--- src/rtl/neuron_mac_stage.sv ---
// neuron_mac_stage: multiply-accumulate stage for one neuron of a layer.
// Accumulates x_in*w_in on each ack and finalizes on the rising edge of ack_mac.
// Finalizing adds the bias, rescales, saturates and emits z with a one-cycle z_valid.
// All state updates on the falling clock edge so the stage runs in lockstep with
// the layer's input counter. The reset rst is asynchronous and active-low.
// Optional feature: define NEURON_MAC_RELU_EN to clamp negative outputs to zero
// after saturation. sat still reports the clip when that option is enabled.
//
// Handshake: ack is a strobe with no back-pressure. x_in and w_in are consumed on
// every falling edge where ack=1. z_valid is a strobe of the same kind, one cycle
// wide, with no ready. A downstream counter must take z on the edge where it sees
// z_valid=1.
module neuron_mac_stage #(
    parameter int W    = 16,
    parameter int FRAC = 8,
    parameter int N_IN = 2
) (
    input  logic                clk,
    input  logic                rst,
    input  logic                ack,
    input  logic signed [W-1:0] x_in,
    input  logic signed [W-1:0] w_in,
    input  logic signed [W-1:0] bias,
    input  logic                ack_mac,
    output logic signed [W-1:0] z,
    output logic                z_valid,
    output logic                sat
);

    // Headroom for N_IN full-scale products plus the shifted bias.
    localparam int ACC_W = 2*W + $clog2(N_IN) + 1;

    // Output range limits, expressed at accumulator width for the compare.
    localparam logic signed [ACC_W-1:0] Z_MAX = {{(ACC_W-W+1){1'b0}}, {(W-1){1'b1}}};
    localparam logic signed [ACC_W-1:0] Z_MIN = {{(ACC_W-W+1){1'b1}}, {(W-1){1'b0}}};

    logic signed [ACC_W-1:0] r_acc;
    logic                    r_ack_mac_q;
    logic signed [W-1:0]     r_z;
    logic                    r_z_valid;
    logic                    r_sat;

    logic signed [2*W-1:0]   w_prod;
    logic signed [ACC_W-1:0] w_prod_ext;
    logic signed [ACC_W-1:0] w_bias_ext;
    logic signed [ACC_W-1:0] w_sum;
    logic signed [ACC_W-1:0] w_r;
    logic                    w_fin;
    logic signed [ACC_W-1:0] w_acc_nxt;
    logic signed [W-1:0]     w_z_nxt;
    logic                    w_sat_nxt;

    // Full-precision product, carrying 2*FRAC fractional bits.
    assign w_prod     = x_in * w_in;
    assign w_prod_ext = {{(ACC_W-2*W){w_prod[2*W-1]}}, w_prod};
    // Bias is moved up to the product scale before it is added to the sum.
    assign w_bias_ext = {{(ACC_W-W){bias[W-1]}}, bias} <<< FRAC;
    assign w_sum      = r_acc + w_bias_ext;
    assign w_r        = w_sum >>> FRAC;

    // Only the rising edge of ack_mac finalizes a vector.
    assign w_fin = ack_mac & ~r_ack_mac_q;

    // Accumulator next value: seed or clear on finalize, add on ack, else hold.
    always_comb begin
        w_acc_nxt = r_acc;
        if (w_fin) begin
            w_acc_nxt = ack ? w_prod_ext : '0;
        end else if (ack) begin
            w_acc_nxt = r_acc + w_prod_ext;
        end
    end

    // Saturate the rescaled sum to W bits, then apply the optional ReLU clamp.
    always_comb begin
        w_z_nxt   = w_r[W-1:0];
        w_sat_nxt = 1'b0;
        if (w_r > Z_MAX) begin
            w_z_nxt   = Z_MAX[W-1:0];
            w_sat_nxt = 1'b1;
        end else if (w_r < Z_MIN) begin
            w_z_nxt   = Z_MIN[W-1:0];
            w_sat_nxt = 1'b1;
        end
`ifdef NEURON_MAC_RELU_EN
        if (w_z_nxt[W-1]) begin
            w_z_nxt = '0;
        end
`else
`endif
    end

    // Falling-edge state: accumulator, ack_mac history, and the output register set.
    always_ff @(negedge clk or negedge rst) begin
        if (!rst) begin
            r_acc       <= '0;
            r_ack_mac_q <= 1'b0;
            r_z         <= '0;
            r_z_valid   <= 1'b0;
            r_sat       <= 1'b0;
        end else begin
            r_acc       <= w_acc_nxt;
            r_ack_mac_q <= ack_mac;
            r_z_valid   <= w_fin;
            if (w_fin) begin
                r_z   <= w_z_nxt;
                r_sat <= w_sat_nxt;
            end
        end
    end

    assign z       = r_z;
    assign z_valid = r_z_valid;
    assign sat     = r_sat;

endmodule

--- config.mk ---
export PLATFORM = sky130hd
export DESIGN_NAME = neuron_mac_stage
export DESIGN_NICKNAME = d
export VERILOG_FILES = /design/src/rtl/neuron_mac_stage.sv
export SDC_FILE = /design/constraint.sdc
export NUM_CORES = 1
export LEC_CHECK = 0
export CAP_MARGIN = 10
export CORE_MARGIN = 1
export CORE_UTILIZATION = 50
export CTS_CLUSTER_SIZE = 10
export DETAILED_ROUTE_END_ITERATION = 8
export GPL_ROUTABILITY_DRIVEN = 0
export PLACE_DENSITY = 0.71
export SETUP_SLACK_MARGIN = 0.15
export SKIP_LAST_GASP = 1
export SLEW_MARGIN = 20
export SYNTH_ARGS = -nofsm -noshare
export SYNTH_HDL_FRONTEND = slang
export SYNTH_SLANG_ARGS = --single-unit
--- constraint.sdc ---
create_clock -name clk -period 3.23 [get_ports clk]
set_input_delay 0.646 -clock clk [delete_from_list [all_inputs] [get_ports clk]]
set_output_delay 0.646 -clock clk [all_outputs]
set_load 0.05 [all_outputs]
==> results.tsv <==
metric	value	unit
kind of critical path	input port to register	
clk buf depth	2	
first-pass detailed-route iteration total	6	
Hold/Removal Path Class	register to register	
EDFF count, synth	0	
chip width	177	microns
Worst-Margin Slew	0.537	ns
Final Hold Fails	0	
vias in the first global route	15600	
Worst Setup Slack, final	-6.45	ns
final setup violation count	50	
routed via count	15600	
Fillers	1655	
post-synth cell types	66	
largest net degree at the start of global routing	54	
Clock transition at path regs	0.06	ns
ANT cells	0	
layout net count	2790	
Die ar.	31200	sq um
Core Util, Final	78.8	%
clk sinks	53	
DP Worst Slack	-6.98	ns
flops & latches, synth	53	
most common cell after layout, fill and taps aside	buf_4	
max-slew violation count	0	
CP arrival	8.24	ns
area grow syn2layout	53.9	%
initial antenna violation count	0	
total track usage	30.7	%
clk_skew	0.0112	ns
CP endpoint kind	register	
post-route insts no fill	2725	
DP Wirelength	34300	microns
gr ovfl total	0	
largest stage delay on the critical path	0.57	ns
Initial Util	51.2	%
number of buffers added on ports	69	
Synth Flop Type	dfrtn_1	
Max FO, Critical Path	5	
I/O pin count	70	
share of post-route cells with drive strength above 1	41.9	%
Mean Syn Cell Area	8.56	sq um
syn nets	2237	
CP Data Required Time	1.79	ns
Root Driver	clkbuf_16	
max_cap viols	0	
post-synthesis sequential area ratio	8.70	%
startpoint types	input port	
ANT nets after route	0	
most frequent cells in the layout	buf_4, inv_1, fa_1, nand2_1	
Worst path slowest cell	fa_1	
Avg WL per Cell	19.7	microns
Core ar.	29800	sq um
status	finished, violations left	
violated checks	negative setup slack	
DP Cell Count	2568	
Rows	63	
H-tree levels	2	
First DRT Iteration DRCs	1109	
synth warn	0	
DRC	0	
cell mode on critical path	fa_1	
Syn Inst Count	1781	
Die Y	177	microns
Slew HR	63.8	%
Skew-Pair Late Insertion Delay	0.33	ns
RSZ-0062 raised after global routing	yes	
Num CTS Buffers	5	
Post-Route WL	53600	microns
CTS tree	done	
Min Hold Slack	0.496	ns
Post-Syn Area	15200	sq um
vias per cell	5.71	
first-pass GRT wire length	77100	microns
asr flop ratio synth	100	%
cell families after synthesis:
family | share of synthesized area (%)
muxes | 0.591
adders and majority gates | 46.1
buffers and inverters | 9.23
xor gates and xnor gates | 4.31
and+or+nand+nor | 17.7
DFF | 8.70
AOI/OAI and AO/OA | 13.3
layer usage:
| layer | vias to the layer above | part of all wire (%) | wire length, microns | GRT usage, % |
|---|---|---|---|---|
| met5 | - | 0 | 0 | 0 |
| met4 | 0 | 5.4 | 2920 | 10.3 |
| met3 | 264 | 6.9 | 3700 | 3.39 |
| met2 | 849 | 50 | 26600 | 53.6 |
| met1 | 7642 | 38 | 20400 | 39.6 |
| li1 | 6801 | - | - | - |
registers in the layout, indices dropped and copies added, names as in the netlist:
signal	flops
r_ack_mac_q	1
z_valid	1
r_acc	34
sat	1
z	16
Yosys cell counts, drive strengths merged (3+ instances only):
cell / n / area (sq um)
a22oi: 3 / 22.5
o21a: 15 / 113
nand3: 19 / 95.1
o21ai: 66 / 330
a211oi: 18 / 135
xor2: 30 / 263
ha: 140 / 1750
a311oi: 3 / 26.3
nand4b: 3 / 26.3
o21bai: 8 / 60.1
nor2: 107 / 402
nand2: 219 / 822
nor3b: 4 / 30.0
a221o: 5 / 50.1
a31oi: 9 / 62.6
nand2b: 17 / 106
a2111oi: 5 / 43.8
a41oi: 3 / 26.3
a21oi: 83 / 434
nand4: 7 / 43.8
o2111ai: 4 / 35.0
o41ai: 3 / 26.3
nor4: 5 / 37.5
nor2b: 12 / 75.1
a21o: 37 / 278
and2: 122 / 763
fa: 264 / 5290
o31a: 3 / 26.3
clkbuf: 50 / 188
and3: 11 / 68.8
o31ai: 6 / 58.8
or2: 6 / 37.5
a211o: 3 / 26.3
buf: 12 / 63.8
or3: 3 / 18.8
nor3: 20 / 100
dfrtn: 53 / 1330
inv: 308 / 1160
xnor2: 45 / 394
o211ai: 17 / 128
mux2i: 9 / 90.1
through the flow:
stage                     TNS [ns]  instance area (sq um)
final                      -194.68                  23500
after floorplan            -173.82                  16400
after global routing       -201.57                  23500
after CTS                  -187.98                  22200
after detailed placement   -225.32                  20400
after global placement     -223.29                  20400
what timing repair did:
item | CTS | global route
setup endpoints to repair | 69 | 69
setup buffers | 85 | 57
endpoints found under the hold margin | 0 | 0
pin swaps | 201 | 156
hold buffers | 0 | 0
gates resized for setup | 398 | 185
gates cloned | 5 | 2
critical path, delay by kind of cell:
kind                       cells  cell delay (ns)
AOI/OAI and AO/OA             13             2.60
xor gates and xnor gates       1             0.12
adders and majority gates      8             3.70
buffers and inverters          7             0.61
and+or+nand+nor                4             0.56
path summary, 6_finish.rpt:
check / end / depth (start not counted) / slack, ns / startpoint
min in group asynchronous: z[0] / 2 / 1.82 / rst
max in group asynchronous: r_acc[21] / 2 / 1.12 / rst
hold reg to reg: z[15] / 1 / 0.50 / z[15]
setup reg to reg: r_acc[20] / 13 / -0.27 / r_acc[0]
setup / recovery: r_acc[33] / 33 / -6.45 / w_in[3]
hold / removal: z[15] / 1 / 0.50 / z[15]
area by class of cell:
type / instances / area (sq um) / area share [%]
clock inverters: 3 / 43.8 / 0.187
multi-input cells: 1358 / 15000 / 63.8
inverters: 308 / 1160 / 4.96
clock buffers: 5 / 125 / 0.533
flip-flops and latches: 53 / 1330 / 5.65
repair buffers: 608 / 5350 / 22.8
well taps: 390 / 488 / 2.08
Power is left out: the tool's default activity adds up to more than one toggle a clock period on the data nets, which glitch-free logic cannot reach.
